$ cat src/rtl/sync_fifo_param_if.sv
// Handshake and status bundle between a producer/consumer and sync_fifo_param.
// The master side drives requests and data; the FIFO (slave) drives status.
interface sync_fifo_param_if #(
    parameter int DATA_WIDTH = 8,
    parameter int DEPTH      = 16
);
    localparam int CW = $clog2(DEPTH) + 1;

    logic                  flush;
    logic                  wr_en;
    logic                  rd_en;
    logic [DATA_WIDTH-1:0] data_in;
    logic [DATA_WIDTH-1:0] data_out;
    logic                  full;
    logic                  empty;
    logic                  almost_full;
    logic                  almost_empty;
    logic [CW-1:0]         count;
    logic                  overflow;
    logic                  underflow;

    modport master (
        output flush, wr_en, rd_en, data_in,
        input  data_out, full, empty, almost_full, almost_empty,
        input  count, overflow, underflow
    );

    modport slave (
        input  flush, wr_en, rd_en, data_in,
        output data_out, full, empty, almost_full, almost_empty,
        output count, overflow, underflow
    );
endinterface

$ cat src/rtl/sync_fifo_param.sv
// Single-clock FIFO with occupancy count, programmable almost flags,
// synchronous flush and registered overflow/underflow pulses.
module sync_fifo_param #(
    parameter int DATA_WIDTH = 8,
    parameter int DEPTH      = 16,
    parameter int AF_LEVEL   = DEPTH - 2,
    parameter int AE_LEVEL   = 2
) (
    input  logic              clk,
    input  logic              rst,
    sync_fifo_param_if.slave  bus
);
    localparam int AW = $clog2(DEPTH);
    localparam int CW = AW + 1;

    logic [DATA_WIDTH-1:0] mem [DEPTH];

    logic [AW-1:0]         wr_ptr_q, wr_ptr_d;
    logic [AW-1:0]         rd_ptr_q, rd_ptr_d;
    logic [CW-1:0]         count_q, count_d;
    logic [DATA_WIDTH-1:0] dout_q, dout_d;
    logic                  ovf_q, ovf_d;
    logic                  unf_q, unf_d;

    logic full, empty, wr_acc, rd_acc;

    // Status flags depend only on the registered count, never on this cycle's requests.
    always_comb begin
        full  = (count_q == CW'(DEPTH));
        empty = (count_q == '0);
    end

    assign bus.full         = full;
    assign bus.empty        = empty;
    assign bus.almost_full  = (int'(count_q) >= AF_LEVEL);
    assign bus.almost_empty = (int'(count_q) <= AE_LEVEL);
    assign bus.count        = count_q;
    assign bus.data_out     = dout_q;
    assign bus.overflow     = ovf_q;
    assign bus.underflow    = unf_q;

    assign wr_acc = bus.wr_en && !full  && !bus.flush;
    assign rd_acc = bus.rd_en && !empty && !bus.flush;

    always_comb begin
        wr_ptr_d = wr_ptr_q;
        rd_ptr_d = rd_ptr_q;
        count_d  = count_q;
        dout_d   = dout_q;
        ovf_d    = 1'b0;
        unf_d    = 1'b0;
        if (bus.flush) begin
            // Contents become unreachable; data_out keeps its last value.
            wr_ptr_d = '0;
            rd_ptr_d = '0;
            count_d  = '0;
        end else begin
            ovf_d = bus.wr_en && full;
            unf_d = bus.rd_en && empty;
            if (wr_acc) wr_ptr_d = wr_ptr_q + AW'(1);
            if (rd_acc) begin
                rd_ptr_d = rd_ptr_q + AW'(1);
                dout_d   = mem[rd_ptr_q];
            end
            case ({wr_acc, rd_acc})
                2'b10:   count_d = count_q + CW'(1);
                2'b01:   count_d = count_q - CW'(1);
                default: count_d = count_q;
            endcase
        end
    end

    always_ff @(posedge clk or negedge rst) begin
        if (!rst) begin
            wr_ptr_q <= '0;
            rd_ptr_q <= '0;
            count_q  <= '0;
            dout_q   <= '0;
            ovf_q    <= 1'b0;
            unf_q    <= 1'b0;
        end else begin
            wr_ptr_q <= wr_ptr_d;
            rd_ptr_q <= rd_ptr_d;
            count_q  <= count_d;
            dout_q   <= dout_d;
            ovf_q    <= ovf_d;
            unf_q    <= unf_d;
        end
    end

    // Storage is deliberately not reset so it maps onto plain RAM.
    always_ff @(posedge clk) begin
        if (wr_acc) mem[wr_ptr_q] <= bus.data_in;
    end
endmodule

$ cat src/flat_wrapper.sv
// flat-port wrapper written by rule: the top's interface ports become plain ports
module sync_fifo_param_flat 
#(
    parameter int DATA_WIDTH = 8,
    parameter int DEPTH      = 16,
    parameter int AF_LEVEL   = DEPTH - 2,
    parameter int AE_LEVEL   = 2
)
  (clk, rst, bus_flush, bus_wr_en, bus_rd_en, bus_data_in, bus_data_out, bus_full, bus_empty, bus_almost_full, bus_almost_empty, bus_count, bus_overflow, bus_underflow);
  sync_fifo_param_if #(.DATA_WIDTH(DATA_WIDTH), .DEPTH(DEPTH)) bus_i ();
  input  logic clk;
  input  logic rst;
  input wire logic [$bits(bus_i.flush)-1:0] bus_flush;
  input wire logic [$bits(bus_i.wr_en)-1:0] bus_wr_en;
  input wire logic [$bits(bus_i.rd_en)-1:0] bus_rd_en;
  input wire logic [$bits(bus_i.data_in)-1:0] bus_data_in;
  output wire logic [$bits(bus_i.data_out)-1:0] bus_data_out;
  output wire logic [$bits(bus_i.full)-1:0] bus_full;
  output wire logic [$bits(bus_i.empty)-1:0] bus_empty;
  output wire logic [$bits(bus_i.almost_full)-1:0] bus_almost_full;
  output wire logic [$bits(bus_i.almost_empty)-1:0] bus_almost_empty;
  output wire logic [$bits(bus_i.count)-1:0] bus_count;
  output wire logic [$bits(bus_i.overflow)-1:0] bus_overflow;
  output wire logic [$bits(bus_i.underflow)-1:0] bus_underflow;
  assign bus_i.flush = bus_flush;
  assign bus_i.wr_en = bus_wr_en;
  assign bus_i.rd_en = bus_rd_en;
  assign bus_i.data_in = bus_data_in;
  assign bus_data_out = bus_i.data_out;
  assign bus_full = bus_i.full;
  assign bus_empty = bus_i.empty;
  assign bus_almost_full = bus_i.almost_full;
  assign bus_almost_empty = bus_i.almost_empty;
  assign bus_count = bus_i.count;
  assign bus_overflow = bus_i.overflow;
  assign bus_underflow = bus_i.underflow;
  sync_fifo_param #(.DATA_WIDTH(DATA_WIDTH), .DEPTH(DEPTH), .AF_LEVEL(AF_LEVEL), .AE_LEVEL(AE_LEVEL)) u_core (.clk(clk), .rst(rst), .bus(bus_i));
endmodule
$ cat config.mk
export PLATFORM = sky130hd
export DESIGN_NAME = sync_fifo_param_flat
export DESIGN_NICKNAME = d
export VERILOG_FILES = /design/src/rtl/sync_fifo_param_if.sv /design/src/rtl/sync_fifo_param.sv /design/src/flat_wrapper.sv
export SDC_FILE = /design/constraint.sdc
export NUM_CORES = 1
export LEC_CHECK = 0
export BUFFER_PORTS_ARGS = -buffer_cell sky130_fd_sc_hd__buf_4
export CORE_MARGIN = 2
export CORE_UTILIZATION = 35
export DETAILED_ROUTE_END_ITERATION = 6
export HOLD_SLACK_MARGIN = 0.05
export RECOVER_POWER = 100
export SLEW_MARGIN = 5
export SYNTH_ARGS = -nofsm -noshare
export SYNTH_HDL_FRONTEND = slang
export SYNTH_SLANG_ARGS = --single-unit
$ cat constraint.sdc
create_clock -name clk -period 4.16 [get_ports clk]
set_input_delay 0.832 -clock clk [delete_from_list [all_inputs] [get_ports clk]]
set_output_delay 0.832 -clock clk [all_outputs]
set_load 0.05 [all_outputs]
# Word level (Yosys, flattened, before mapping)
# Memory sizes are Yosys's and may differ from the RTL's. A register that Yosys moved wholly into a read port is not among the register bits.
# Index checks and enable logic that the tools add are counted.
# totals
input_bits	13
out_inout_bits	19
reg_bits	15
ramBits	128
word_cells	41
mem_count	1
# mem_list
memory	depth	word_bits	rd	rd_clocked_by_memory_dff	write_ports	line_no	source
u_core.mem	16	8	1	1	1	sync_fifo_param.sv:16	logic [DATA_WIDTH-1:0] mem [DEPTH];
# op_classes
eq_ne	3
muxes	10
reduce_logical	15
n_lt_le_gt_ge	2
bitwise_logic	1
addsub	4
# op_table
op	n
two-way mux 4 bit	4
one-hot mux 5 bit (2 select lines)	1
adder 4 x 1 -> 4 bit (second input constant)	2
logical AND 1 bit	6
adder 5 x 1 -> 5 bit (second input constant)	1
== test 5 bit (second input constant)	1
greater-or-equal comparator 5 x 4 -> 1 bit (second input constant)	1
<= comparator 5 x 2 -> 1 bit (second input constant)	1
zero test 5 bit	1
two-way mux 5 bit	1
subtractor 5 x 1 -> 5 bit (second input constant)	1
zero test 1 bit	4
two-way mux 1 bit	4
nonzero test 2 bit	2
nonzero test 3 bit	1
== test 2 x 1 -> 1 bit (second input constant)	1
== test 2 bit (second input constant)	1
AND reduction 2 bit	1
NOT 1 bit	1

# Logic depth before layout (Yosys ltp)
# Gate-level depths: netlist (run 1).
# depth
ltp_word	7
depth_mapped	10
depth_no_buf	9

# Least setup slack after synthesis (run 1)
# Ideal clock, no wire load.
# synth_timing
kind	reg2out
startpoint	register u_core.count_q[1], in the netlist u_core.bus.count[1]
endpoint	output port bus_almost_empty
stages_incl_launch_ff	3
arrival_time_ns	3.245
n_path_buf	1
slack_ns	0.083
t_required_ns	3.328
cell_sequence	dfrtp_1 > buf_4 > a2111oi_0
# synth_via
elab_chain_cells	1
# synth_rtl
element	line_no	source
start, declared	sync_fifo_param.sv:20	logic [CW-1:0] count_q, count_d;
start signal, assigned	sync_fifo_param.sv:84	count_q <= count_d;
<= comparator 5 x 2 -> 1 bit	sync_fifo_param.sv:36	assign bus.almost_empty = (int'(count_q) <= AE_LEVEL);
end, declared	flat_wrapper.sv:21	output wire logic [$bits(bus_i.almost_empty)-1:0] bus_almost_empty;
# No other way between the ends.

# Worst setup path after layout (run 1)
# layout_timing
startpoint	register u_core.count_q[1], in the netlist u_core.bus.count[1]
endpoint	output port bus_empty
# layout_via
elab_chain_cells	1
# layout_rtl
element	line_no	source
zero test 5 bit	sync_fifo_param.sv:30	empty = (count_q == '0);
end, declared	flat_wrapper.sv:19	output wire logic [$bits(bus_i.empty)-1:0] bus_empty;
# No other way between the ends.

==> metrics.csv, run 1 <==
metric,value,unit
hold_buffers,0,
clock_latency,420,ps
cp_cell_sequence,nor4_1 -> nand2_1 -> inv_1 -> clkbuf_1,
synthCells,343,
antenna_found_initial,0,
fin_tns_setup,0,ps
drive_gt1_share,17.5,%
p_int,3060,µW
clock_skew,9.57,ps
critPathKind,reg2out,
comb_power_share,24.3,%
swShare,31.5,%
ys_seq_elements,151,
antenna_cells,0,
grt_first_pass_wirelength,19.1,mm
synthFlopType,edfxtp_1,
place.gp.congestion,0.779,
r2r_cells,8,
switching_power,1400,µW
crit_path_end_kind,output pin,
final_nets,405,
ios,32,
arrival,2540,ps
rr_startpoint,u_core.bus.count[1]$_DFFE_PN0P_,
synth_nets,363,
wire_per_inst,20.4,µm
cp_max_fo,11,
cp_data_required_time,3330,ps
gr-usage-all-layers,14.6,%
setup_viol,0,
placed_area,0.00667,mm²
max_freq,296,MHz
cts_buffer_depth,2,
yosysSeqAreaShare,71.6,%
pwr-share-clk,33.1,%
max_stage_delay,760,ps
die_area,0.0187,mm²
areaGrowthSynthToFinish,14.6,%
netlist_area,0.00617,mm²
rr_endpoint,u_core.bus.count[2]$_DFFE_PN0P_,
totalWireLength,12.6,mm
p_per_area,630,mW/mm²
initial_utilization,35.7,%
hold_class,reg2reg,
grt_pass1_vias,3270,
ir_drop,0.000391,V
rsz0062_at_grt,no,
cts_tree,done,
yosysWarnings,0,
p_leak,0.00226,µW
detail_route.drc_violations,0,
viasPerCell,5.20,
clkTransAtPathRegs,60,ps
maxSlewViolCount,0,
cts_root_buf,clkbuf_16,
die_h,137,µm
holdPathEnd,u_core.bus.data_out[2]$_DFFE_PN0P_,
drtAntennaViolNets,0,
postCtsSetupBuffers,0,
hold_ws,571,ps
status,finished clean,
die_w,137,µm
final_cell_mix,"edfxtp_1, nor2_1, clkbuf_1",
hold_path_depth,2,
worstMarginPinSlew,1300,ps
grt_start_max_net_pins,31,
vias,3224,
dp_hpwl,8.02,mm
syn_avg_cell_area,18.0,µm²
post_cts_resized,0,
stdcell_area,0.00708,mm²
drv_cap,0,
finalCritPeriodShare,81.1,%
crit_slowest_cell,nor4_1,
port-buffer-count,31,
worstSetupStartpointType,register,
period_needed,3370,ps
cts_buffers,17,
dr.pass1.iters,4,
mostFrequentLayoutCell,edfxtp_1,
drt_first_iter_violations,202,
clock-sinks,151,
post-route-util,40.9,%
max_slew_margin,13.2,%
seqPwrFrac,42.6,%
synth_edf_count,128,
r2r_setup_slack,930,ps
ys_types,42,
synthArstFlopShare,15.2,%
hold_start,u_core.bus.data_out[2]$_DFFE_PN0P_,
htreeDepth,4,
rows,48,
num-fill-cells,1585,
hold_violations,0,
coreArea,0.0173,mm²
grt.overflow.total,0,
==> cells in the mapped netlist, types with 6 or more instances <==
cell      number  area [µm²]
a221oi_1       8        70.1
mux2i_1       16         160
nand2_1       16        60.1
edfxtp_1     128        3840
mux4_2        32         721
nor2_1        34         128
xor2_1         6        52.6
ha_1           7        87.6
dfrtp_1       23         576
a21oi_1        8        40.0
clkbuf_1       9        33.8
o21ai_0        6        30.0
==> how the worst max path moves through the flow <==
stage | start | to | cells after the start
finish | u_core.bus.count[1]$_DFFE_PN0P_ | bus_empty | 4
CTS | u_core.bus.count[2]$_DFFE_PN0P_ | u_core.bus.count[2]$_DFFE_PN0P_ | 8
global route | u_core.bus.count[1]$_DFFE_PN0P_ | bus_empty | 4
detailed placement | bus_flush | u_core.bus.count[2]$_DFFE_PN0P_ | 9
global placement | bus_flush | u_core.bus.count[2]$_DFFE_PN0P_ | 9
floorplan | u_core.bus.count[1]$_DFFE_PN0P_ | bus_almost_empty | 2
==> state kept, by name, indices dropped and copies added, names as in the netlist <==
name                  flops
u_core.bus.overflow       1
u_core.bus.data_out       8
u_core.bus.underflow      1
u_core.wr_ptr_q           4
u_core.mem              128
u_core.bus.count          5
u_core.rd_ptr_q           4
==> routing by layer <==
metal | vias up | part of all wire [%] | track usage [%]
met3 | 15 | 4.1 | 3.56
met4 | 0 | 1.5 | 6.30
met2 | 70 | 50 | 23.4
met5 | - | 0 | 0
met1 | 1697 | 44 | 19.0
li1 | 1442 | - | -
==> power by group through the flow <==
stage | registers [µW] | clock network (µW) | logic, µW
final | 1900 | 1480 | 1080
after global routing | 1920 | 1570 | 1160
after CTS | 1910 | 1500 | 1200
after detailed placement | 1940 | 0 | 1190
after global placement | 1940 | 0 | 1180
after floorplan | 2020 | 0 | 744
==> per-stage QoR <==
step,power [µW],std cells,worst slack (ps)
after floorplan,2770,343,83.1
after global placement,3120,591,1060
after detailed placement,3140,591,978
after CTS,4620,620,1300
after global routing,4660,620,512
final,4460,620,786
==> cell families (layout without fill, tap and decap cells) <==
logic type | count (synthesis) | after routing | share of synthesized area (%)
xor gates and xnor gates | 7 | 7 | 0.993
and+or+nand+nor | 76 | 76 | 5.94
AOI/OAI and AO/OA | 32 | 32 | 4.01
muxes | 49 | 49 | 14.4
buffers and inverters | 21 | 73 | 1.62
adders and majority gates | 7 | 7 | 1.42
DFF | 151 | 151 | 71.6
==> critical path: cells and delay by family, from the launching register on <==
family        cells  cell delay [ps]
simple gates      2             1050
buf+inv           2              570
flops             1              500
==> layout make-up <==
cell class,count,area [µm²],area share [%]
Inverter,4,15.0,0.212
Clock buffer,18,429,6.06
Timing Repair Buffer,40,176,2.49
Multi-Input combinational cell,171,1620,22.9
Tap cell,225,282,3.98
Sequential cell,151,4420,62.5
Clock inverter,11,134,1.89
Note: power is estimated with default switching activity, not from simulation.
==> run 2: changes to the inputs <==
==> constraint.sdc (replaced) <==
create_clock -name clk -period 3.1 [get_ports clk]
set_input_delay 0.62 -clock clk [delete_from_list [all_inputs] [get_ports clk]]
set_output_delay 0.62 -clock clk [all_outputs]
set_load 0.05 [all_outputs]
==> run 2 against run 1 <==
Worst hold slack got worse by 91 ps. Power increased by 34%. Critical endpoint is now u_core.bus.count[0]$_DFFE_PN0P_. Core utilization increased by 0.57 points. Critical path type is now reg2reg. Highest routed layer is now met5. Non-clock buffer count increased by 15. Largest cell class unchanged. Via count increased by 0.31%. Clock skew about the same.
==> metrics.csv, run 2 (synthesis gave the netlist of run 1 again) <==
metric,value,unit,change
die_area,0.0187,mm²,unchanged
dp_hpwl,8.11,mm,+1.2%
crit_path_end_kind,register,,
setup_viol,0,,unchanged
worstMarginPinSlew,1320,ps,+16.3 ps
areaGrowthSynthToFinish,16.2,%,
final_nets,420,,+3.7%
htreeDepth,4,,unchanged
rsz0062_at_grt,no,,
rows,48,,unchanged
max_freq,351,MHz,
dr.pass1.iters,5,,+1
ir_drop,0.000491,V,+25%
grt_start_max_net_pins,26,,-16%
cts_buffer_depth,2,,unchanged
drtAntennaViolNets,0,,unchanged
fin_tns_setup,0,ps,unchanged
final_cell_count_no_fill,638,,+2.9%
vias,3234,,+0.31%
p_per_area,831,mW/mm²,+32%
cts_root_buf,clkbuf_16,,
status,finished clean,,
max_slew_margin,12.1,%,-1.1 points
ios,32,,unchanged
arrival,3150,ps,+610 ps
clock-sinks,151,,unchanged
hold_buffers,0,,unchanged
gr-usage-all-layers,14.8,%,+0.19 points
cts_tree,done,,
hold_class,in2async,,
drt_first_iter_violations,222,,+9.9%
detail_route.drc_violations,0,,unchanged
viasPerCell,5.07,,-2.5%
clock_latency,420,ps,about the same
clock_skew,9.39,ps,-0.187 ps
place.gp.congestion,0.809,,+3.9%
regMostFlops,u_core.mem,,
grt.overflow.total,0,,unchanged
clkTransAtPathRegs,60,ps,about the same
port-buffer-count,31,,unchanged
dp_cells,606,,+2.5%
wire_per_inst,19.7,µm,-3.5%
postCtsSetupBuffers,0,,unchanged
final_cell_mix,"edfxtp_1, clkbuf_1, nor2_1",,
post-route-util,41.5,%,+0.57 points
die_w,137,µm,unchanged
worstSetupStartpointType,register,,
hold_violations,0,,unchanged
antenna_found_initial,1,,+1
antenna_cells,0,,unchanged
cp_max_fo,10,,-1
totalWireLength,12.5,mm,-0.68%
drv_cap,0,,unchanged
critPathKind,reg2reg,,
maxSlewViolCount,0,,unchanged
drive_gt1_share,21.1,%,+3.6 points
stdcell_area,0.00718,mm²,+1.4%
period_needed,2850,ps,
post_cts_resized,0,,unchanged
placed_area,0.00680,mm²,+2.0%
die_h,137,µm,unchanged
initial_utilization,35.7,%,unchanged
cts_buffers,17,,unchanged
largest_reg_flops,128,,unchanged
grt_pass1_vias,3334,,+2.0%
coreArea,0.0173,mm²,unchanged
p_leak,0.00234,µW,+3.7%
mostFrequentLayoutCell,edfxtp_1,,
finalCritPeriodShare,91.8,%,
hold_ws,480,ps,-91.0 ps
cp_data_required_time,3400,ps,+70 ps
grt_first_pass_wirelength,19.5,mm,+2.3%
[run 2: changes by cell type in the layout (fill, tap and decap cells not counted), moves of 2 or more]
cell      previous run  this run
and2_0               2         0
and2_1               0         2
clkbuf_2             0        14
clkbuf_1            34        36
clkinv_2             1         4
[run 2: metal layers]
metal | global-route usage, % | share of wire, % | up-vias
met3 | 4.78 | 4.9 | 14
met2 | 24.7 | 51 | 73
met5 | 0 | 0.096 | -
li1 | - | - | 1468
met1 | 18.3 | 42 | 1677
met4 | 4.93 | 1.4 | 2
[run 2: metrics by stage]
stage	setup slack, ps	total power (µW)
after floorplan	179	3730
after global placement	300	4240
after detailed placement	233	4260
after CTS	299	6170
after global routing	45.6	6250
final	253	5970
[run 2: final timing paths]
kind / from / end / slack, ps / depth (start not counted)
setup / recovery: u_core.bus.count[2]$_DFFE_PN0P_ / u_core.bus.count[0]$_DFFE_PN0P_ / 250 / 5
hold / removal: rst / u_core.bus.count[0]$_DFFE_PN0P_ / 480 / 1
setup reg to reg: u_core.bus.count[2]$_DFFE_PN0P_ / u_core.bus.count[0]$_DFFE_PN0P_ / 250 / 5
hold reg to reg: u_core.bus.data_out[4]$_DFFE_PN0P_ / u_core.bus.data_out[4]$_DFFE_PN0P_ / 590 / 2
max in group asynchronous: rst / u_core.bus.overflow$_DFF_PN0_ / 1840 / 1
min in group clk: bus_rd_en / u_core.rd_ptr_q[1]$_DFFE_PN0P_ / 520 / 3
[run 2: worst max-delay path: stages (launching register included)]
cell,delay (ps)
dfrtp_1,400
clkbuf_1,250
or4_1,660
or3_4,350
a31oi_1,660
mux2_2,410
[run 2: area by class of cell]
class / count / area [µm²]
clock buffers: 21 / 440
clock inverters: 11 / 108
fillers: 1589 / 10100
inverters: 4 / 15.0
multi-input cells: 171 / 1640
flip-flops and latches: 151 / 4420
well taps: 225 / 282
repair buffers: 55 / 270
[run 2: where the power goes]
part	switching, µW	internal, µW	total, µW
clock network	734	1170	1900
registers	175	2320	2500
logic	979	583	1560
total	1890	4080	5970
